<file path="src/rtl/i2c_tx_fifo_if.sv">
// Bus bundle between the APB front end / I2C core and the transmit FIFO.
interface i2c_tx_fifo_if #(
  parameter int DWIDTH = 32,
  parameter int AWIDTH = 4
);
  logic              WR_ENA;
  logic [DWIDTH-1:0] WRITE_DATA_ON_TX;
  logic              CORE_RD;
  logic              CLR_STATUS;
  logic [DWIDTH-1:0] CORE_DATA;
  logic              TX_EMPTY;
  logic              TX_FULL;
  logic [AWIDTH:0]   LEVEL;
  logic              OVERFLOW;
  logic              UNDERFLOW;

  // Front end / core side: drives push, pop and status clear
  modport master (
    output WR_ENA, WRITE_DATA_ON_TX, CORE_RD, CLR_STATUS,
    input  CORE_DATA, TX_EMPTY, TX_FULL, LEVEL, OVERFLOW, UNDERFLOW
  );

  // FIFO side
  modport slave (
    input  WR_ENA, WRITE_DATA_ON_TX, CORE_RD, CLR_STATUS,
    output CORE_DATA, TX_EMPTY, TX_FULL, LEVEL, OVERFLOW, UNDERFLOW
  );
endinterface

</file>
<file path="src/rtl/i2c_tx_fifo.sv">
// I2C transmit FIFO: first-word-fall-through, level-tracked full/empty,
// sticky overflow/underflow status.
module i2c_tx_fifo #(
  parameter int DWIDTH = 32,
  parameter int AWIDTH = 4
) (
  input logic           PCLK,
  input logic           PRESETn,
  i2c_tx_fifo_if.slave  bus
);
  localparam int              DEPTH   = 1 << AWIDTH;
  localparam logic [AWIDTH:0] DEPTH_L = (AWIDTH+1)'(DEPTH);
  localparam logic [AWIDTH:0] ONE_L   = (AWIDTH+1)'(1);

  logic [DWIDTH-1:0] mem [DEPTH];
  logic [AWIDTH-1:0] wptr, rptr;
  logic [AWIDTH:0]   level;
  logic              ovf, udf;
  logic              empty, full, rd_ok, wr_ok;

  // Full/empty come from the level count so pointer equality is never ambiguous
  assign empty = (level == '0);
  assign full  = (level == DEPTH_L);
  // A pop frees a slot in the same edge, so a push into a full FIFO is legal then
  assign rd_ok = bus.CORE_RD & ~empty;
  assign wr_ok = bus.WR_ENA & (~full | rd_ok);

  // Storage write; contents are never reset and only visible through the level
  always_ff @(posedge PCLK) begin
    if (wr_ok) mem[wptr] <= bus.WRITE_DATA_ON_TX;
  end

  // Pointers and level
  always_ff @(posedge PCLK or negedge PRESETn) begin
    if (!PRESETn) begin
      wptr  <= '0;
      rptr  <= '0;
      level <= '0;
    end else begin
      if (wr_ok) wptr <= wptr + 1'b1;
      if (rd_ok) rptr <= rptr + 1'b1;
      case ({wr_ok, rd_ok})
        2'b10:   level <= level + ONE_L;
        2'b01:   level <= level - ONE_L;
        default: level <= level;
      endcase
    end
  end

  // Sticky fault flags; a new fault in the clearing cycle wins
  always_ff @(posedge PCLK or negedge PRESETn) begin
    if (!PRESETn) begin
      ovf <= 1'b0;
      udf <= 1'b0;
    end else begin
      ovf <= (bus.WR_ENA & ~wr_ok) | (ovf & ~bus.CLR_STATUS);
      udf <= (bus.CORE_RD & empty) | (udf & ~bus.CLR_STATUS);
    end
  end

  assign bus.CORE_DATA = empty ? '0 : mem[rptr];
  assign bus.TX_EMPTY  = empty;
  assign bus.TX_FULL   = full;
  assign bus.LEVEL     = level;
  assign bus.OVERFLOW  = ovf;
  assign bus.UNDERFLOW = udf;
endmodule

</file>
<file path="src/flat_wrapper.sv">
// flat-port wrapper written by rule: the top's interface ports become plain ports
module i2c_tx_fifo_flat 
#(
  parameter int DWIDTH = 32,
  parameter int AWIDTH = 4
)
  (PCLK, PRESETn, bus_WR_ENA, bus_WRITE_DATA_ON_TX, bus_CORE_RD, bus_CLR_STATUS, bus_CORE_DATA, bus_TX_EMPTY, bus_TX_FULL, bus_LEVEL, bus_OVERFLOW, bus_UNDERFLOW);
  i2c_tx_fifo_if #(.DWIDTH(DWIDTH), .AWIDTH(AWIDTH)) bus_i ();
  input logic PCLK;
  input logic PRESETn;
  input wire logic [$bits(bus_i.WR_ENA)-1:0] bus_WR_ENA;
  input wire logic [$bits(bus_i.WRITE_DATA_ON_TX)-1:0] bus_WRITE_DATA_ON_TX;
  input wire logic [$bits(bus_i.CORE_RD)-1:0] bus_CORE_RD;
  input wire logic [$bits(bus_i.CLR_STATUS)-1:0] bus_CLR_STATUS;
  output wire logic [$bits(bus_i.CORE_DATA)-1:0] bus_CORE_DATA;
  output wire logic [$bits(bus_i.TX_EMPTY)-1:0] bus_TX_EMPTY;
  output wire logic [$bits(bus_i.TX_FULL)-1:0] bus_TX_FULL;
  output wire logic [$bits(bus_i.LEVEL)-1:0] bus_LEVEL;
  output wire logic [$bits(bus_i.OVERFLOW)-1:0] bus_OVERFLOW;
  output wire logic [$bits(bus_i.UNDERFLOW)-1:0] bus_UNDERFLOW;
  assign bus_i.WR_ENA = bus_WR_ENA;
  assign bus_i.WRITE_DATA_ON_TX = bus_WRITE_DATA_ON_TX;
  assign bus_i.CORE_RD = bus_CORE_RD;
  assign bus_i.CLR_STATUS = bus_CLR_STATUS;
  assign bus_CORE_DATA = bus_i.CORE_DATA;
  assign bus_TX_EMPTY = bus_i.TX_EMPTY;
  assign bus_TX_FULL = bus_i.TX_FULL;
  assign bus_LEVEL = bus_i.LEVEL;
  assign bus_OVERFLOW = bus_i.OVERFLOW;
  assign bus_UNDERFLOW = bus_i.UNDERFLOW;
  i2c_tx_fifo #(.DWIDTH(DWIDTH), .AWIDTH(AWIDTH)) u_core (.PCLK(PCLK), .PRESETn(PRESETn), .bus(bus_i));
endmodule
</file>
<file path="config.mk">
export PLATFORM = sky130hd
export DESIGN_NAME = i2c_tx_fifo_flat
export DESIGN_NICKNAME = d
export VERILOG_FILES = /design/src/rtl/i2c_tx_fifo_if.sv /design/src/rtl/i2c_tx_fifo.sv /design/src/flat_wrapper.sv
export SDC_FILE = /design/constraint.sdc
export NUM_CORES = 1
export LEC_CHECK = 0
export CORE_MARGIN = 2
export CORE_UTILIZATION = 45
export CTS_CLUSTER_SIZE = 16
export DETAILED_ROUTE_END_ITERATION = 10
export SETUP_SLACK_MARGIN = 0.3
export SYNTH_ARGS = -nofsm -noshare
export SYNTH_HDL_FRONTEND = slang
export SYNTH_SLANG_ARGS = --single-unit
</file>
<file path="constraint.sdc">
create_clock -name PCLK -period 3.65 [get_ports PCLK]
set_input_delay 0.73 -clock PCLK [delete_from_list [all_inputs] [get_ports PCLK]]
set_output_delay 0.73 -clock PCLK [all_outputs]
set_load 0.01 [all_outputs]
</file>
==> results.txt <==
In the synthesized netlist the dominant register cell turns out to be sky130_fd_sc_hd__edfxtp_1. In the routed design, unresolved DRC markers number 0. In this run the critical register-to-register path is launched from u_core.bus.LEVEL[0]$_DFFE_PN0P_. The detailed-routing iteration count for the pre-antenna-repair pass came out at 5.

The data required time at the worst endpoint came out at 2.92 ns. The effective utilization at floorplan came out at 45.3%. The die extent in x came out at 217 um. Between clock sinks in the finished design, the worst skew comes to 0.0173 ns. The layout has 3388 filler cells. For this design the static power due to leakage is 8.24 nW. The die covers 47100 um^2. The vertical die dimension came out at 217 um. The number of failing hold endpoints at the final stage is 0. Port buffering added 77 buffers. The deepest level of the CTS H-tree came out at 2.

The max-capacitance violation count came out at 0. The biggest fanout along the worst timing path came out at 23. The number of vias in the routed layout came out at 10200.

The clock network fraction of total power is 26.1%. The maximum count of clock buffers along a single path is 3. The ratio of total power to cell area is 803 nW/um^2. Summed over all layers, the routed wires come to 48500 um. Summing the areas of all compound-gate instances in the mapped netlist gives 1.86% of the synthesized area. The number of nets still failing antenna checks after routing came out at 0. STA classifies the critical path startpoint as a register. The share of power burned in combinational logic is 36.0%. The area inside the core boundary came out at 45100 um^2. Adding up every negative setup slack in the final design gives 0 ns. The xor/xnor share of the synthesized area is 0.343%. The relative area change from synthesis to final layout came out at 22.7%. The CTS tree is yes. The combinational family with the most area after synthesis is multiplexers. The number of distinct library cells after synthesis came out at 38.

The post-detailed-route via-to-cell ratio is 5.83. The final-stage net count is 1151. The critical path is of the register to output pin type. In this run the worst hold path is classified as register to register. The number of pins exceeding their max-slew limit in the final report was 0. The first global-routing pass estimated 70600 um of wire. The commonest cells after synthesis are 512 x sky130_fd_sc_hd__edfxtp_1, 128 x sky130_fd_sc_hd__mux4_2, 67 x sky130_fd_sc_hd__nand3_1. The combined area of all synthesized cells is 20400 um^2. Setup repair after global routing could not meet its margin everywhere. The gate count of the mapped netlist is 924. By area the synthesized netlist is led by sky130_fd_sc_hd__edfxtp_1 75%, sky130_fd_sc_hd__mux4_2 14%, sky130_fd_sc_hd__dfrtp_1 1.8%.

The mean instance size in the synthesized netlist is 22.1 um^2. Of the cells placed in the final design, the portion with a size suffix greater than 1 is 32.7%. The analysis attributes to net switching a power of 6.08 mW.

Entering global routing, the biggest net connects 34 pins. The number of flops mapped to enable cells by yosys is 512. The wire-length estimate of the detail-placed layout is 25500 um. 78 I/O pins were placed.

The origin of the worst min-delay path is u_core.bus.UNDERFLOW$_DFF_PN0_. The clock input transition at the sequential cells of the worst setup and hold paths is 0.06 ns. The number of nets handed over by synthesis was 970.

The placer congestion estimate came out at 0.727. The mux share of post-synthesis cell area is 16.0%. The total of warnings raised by yosys came out at 0. The insertion delay to the later sink of the worst-skew pair came out at 0.61 ns.

The share of the synthesized area in the top cell type is 75.3%. The cell count after placement came out at 1603. The initial antenna violation count came to 2. The worst path needs 3.41 ns of the cycle, external delays included. The flow ran to the end, and the final reports show no timing, DRC or antenna violations.

In this run, CTS created clock tree buffers numbering 53. The worst pin sits at a relative slew slack of 45.9%. The final period utilization came out at 93.6%.

The adder-cell share of the synthesized area came out at 0.588%. Static timing analysis puts the maximum clock frequency at 293 MHz. The most area-hungry cell type in the Yosys netlist is sky130_fd_sc_hd__edfxtp_1. The final cell count without fillers is 1746. Of all flip-flops after synthesis, the portion carrying an async set or reset was 2.85%.

The launching element of the worst setup path is u_core.rptr[1]$_DFFE_PN0P_. CTS placed an instance of sky130_fd_sc_hd__clkbuf_16 at the clock tree root. The average wire per cell in the routed design came out at 27.8 um. The global-route usage over all layers came out at 20.9%. The slew at the pin closest to its max-slew limit is 0.809 ns. The simple-gate area share of the yosys netlist came out at 2.62%. The placement row count is 78. The share of total power dissipated in sequential elements is 37.9%. The count of endpoints failing setup in the final report came out at 0. The clock drives 527 sinks.

The hold-fix buffer count after cts is 0. The number of flip-flops and latches in the synthesized netlist came out at 527. The worst ir drop on vdd came out at 0.426 mV. The total overflow left after global routing is 0. The worst setup path is captured at an output pin. The number of global-route vias before repair is 10400. After detailed placement, the total cell area comes to 22500 um^2.

The data arrival time of the critical path is 2.68 ns. The initial detailed-routing violation count came out at 1013. After routing the design area is 25100 um^2. Of the synthesized area, sequential elements account for 77.1%. The internal power of the cells totals 14.0 mW.

The switching fraction of total power came out at 30.2%. By instance count, the leading cell after synthesis is sky130_fd_sc_hd__edfxtp_1.
==> layout by cell type (no fill, tap or decap), types with 4 or more instances in the layout <==
cell                              count
sky130_fd_sc_hd__buf_12              27
sky130_fd_sc_hd__buf_16               7
sky130_fd_sc_hd__buf_4               62
sky130_fd_sc_hd__bufbuf_16            4
sky130_fd_sc_hd__bufinv_16            5
sky130_fd_sc_hd__clkbuf_1            11
sky130_fd_sc_hd__clkbuf_16           55
sky130_fd_sc_hd__clkbuf_2            11
sky130_fd_sc_hd__clkdlybuf4s50_1     46
sky130_fd_sc_hd__clkinv_1            11
sky130_fd_sc_hd__clkinv_2            10
sky130_fd_sc_hd__dfrtp_1             11
sky130_fd_sc_hd__dlygate4sd2_1        8
sky130_fd_sc_hd__dlymetal6s2s_1       8
sky130_fd_sc_hd__edfxtp_1           512
sky130_fd_sc_hd__ha_1                 8
sky130_fd_sc_hd__inv_1                5
sky130_fd_sc_hd__mux2i_1             29
sky130_fd_sc_hd__mux4_2             128
sky130_fd_sc_hd__nand2_1              7
sky130_fd_sc_hd__nand2b_1             4
sky130_fd_sc_hd__nand3_1             66
sky130_fd_sc_hd__nor2_4              12
sky130_fd_sc_hd__nor3_4               4
sky130_fd_sc_hd__o311ai_1            14
sky130_fd_sc_hd__o311ai_2            17
sky130_fd_sc_hd__xnor2_1              6
==> per-stage QoR <==
step / hold slack (ns) / setup WS (ns) / utilization, % / power (mW)
floorplan: 0.434 / 0.428 / - / 11.3
global placement: 0.476 / 0.451 / 49.9 / 14.0
detailed placement: 0.477 / 0.467 / 49.9 / 14.0
CTS: 0.494 / 0.0842 / 54.9 / 20.0
global route: 0.516 / 0.164 / 55.6 / 21.0
finish: 0.500 / 0.235 / 55.6 / 20.1
==> final cells by class <==
| type | count | area [um^2] | share of cell area [%] |
|---|---|---|---|
| well taps | 600 | 751 | 3.00 |
| clock inverters | 30 | 287 | 1.14 |
| diodes | 1 | 2.50 | 0.00998 |
| multi-input cells | 333 | 4710 | 18.8 |
| flip-flops and latches | 527 | 15800 | 62.9 |
| repair buffers | 183 | 2140 | 8.54 |
| inverters | 7 | 31.3 | 0.125 |
| clock buffers | 65 | 1380 | 5.51 |
==> repair_timing <==
action | in CTS | in global routing
cloned | 6 | 2
buffers inserted | 17 | 22
pin swaps | 3 | 2
endpoints found under the hold margin | 0 | 0
endpoints found under the setup margin | 33 | 25
gates resized for setup | 70 | 44
==> critical path, stage by stage (launching register included) <==
cell and delay (ns):
sky130_fd_sc_hd__dfrtp_4 0.54, sky130_fd_sc_hd__buf_4 0.18, sky130_fd_sc_hd__bufbuf_16 0.32, sky130_fd_sc_hd__mux4_2 0.25, sky130_fd_sc_hd__nand3_1 0.08, sky130_fd_sc_hd__o311ai_1 0.12
sky130_fd_sc_hd__clkdlybuf4s50_1 0.60
==> state kept, by name, summed over array words and instances (netlist names) <==
| name | count |
|---|---|
| u_core.mem | 512 |
| u_core.bus.LEVEL | 5 |
| u_core.rptr | 4 |
| u_core.wptr | 4 |
| u_core.bus.OVERFLOW | 1 |
| u_core.bus.UNDERFLOW | 1 |
==> final timing paths <==
check                                             endpoint  slack, ns  cells past startpoint
max                                      bus_CORE_DATA[29]       0.24                      6
min                         u_core.bus.UNDERFLOW$_DFF_PN0_       0.50                      1
max reg2reg                u_core.bus.LEVEL[4]$_DFFE_PN0P_       0.75                      8
min reg2reg                 u_core.bus.UNDERFLOW$_DFF_PN0_       0.50                      1
max in group asynchronous       u_core.rptr[3]$_DFFE_PN0P_       2.45                      1
min in group asynchronous  u_core.bus.LEVEL[3]$_DFFE_PN0P_       0.61                      1
==> layer usage <==
metal / share of wire [%] / GRT usage [%]
met1: 45 / 31.0
met2: 47 / 32.3
met3: 6.8 / 4.11
met4: 1.5 / 5.05
met5: 0.023 / 0
==> power groups by stage <==
stage | registers, mW | clock network [mW] | logic (mW)
floorplan | 7.60 | 0 | 3.74
global placement | 7.81 | 0 | 6.15
detailed placement | 7.84 | 0 | 6.17
CTS | 7.62 | 5.38 | 7.01
global route | 7.67 | 5.62 | 7.69
finish | 7.62 | 5.26 | 7.24
==> cells by family (layout without fill, tap and decap cells) <==
group                    after synthesis  count (layout)
buffers and inverters                 64             285
multiplexers                         166             166
XOR/XNOR                               8               8
adder cells (fa/ha/maj)                9               9
AO/OA/AOI/OAI                         44              44
AND/OR/NAND/NOR                      106             106
flip-flops                           527             527
other                                  0               1
(Power assumes the default switching activity.)
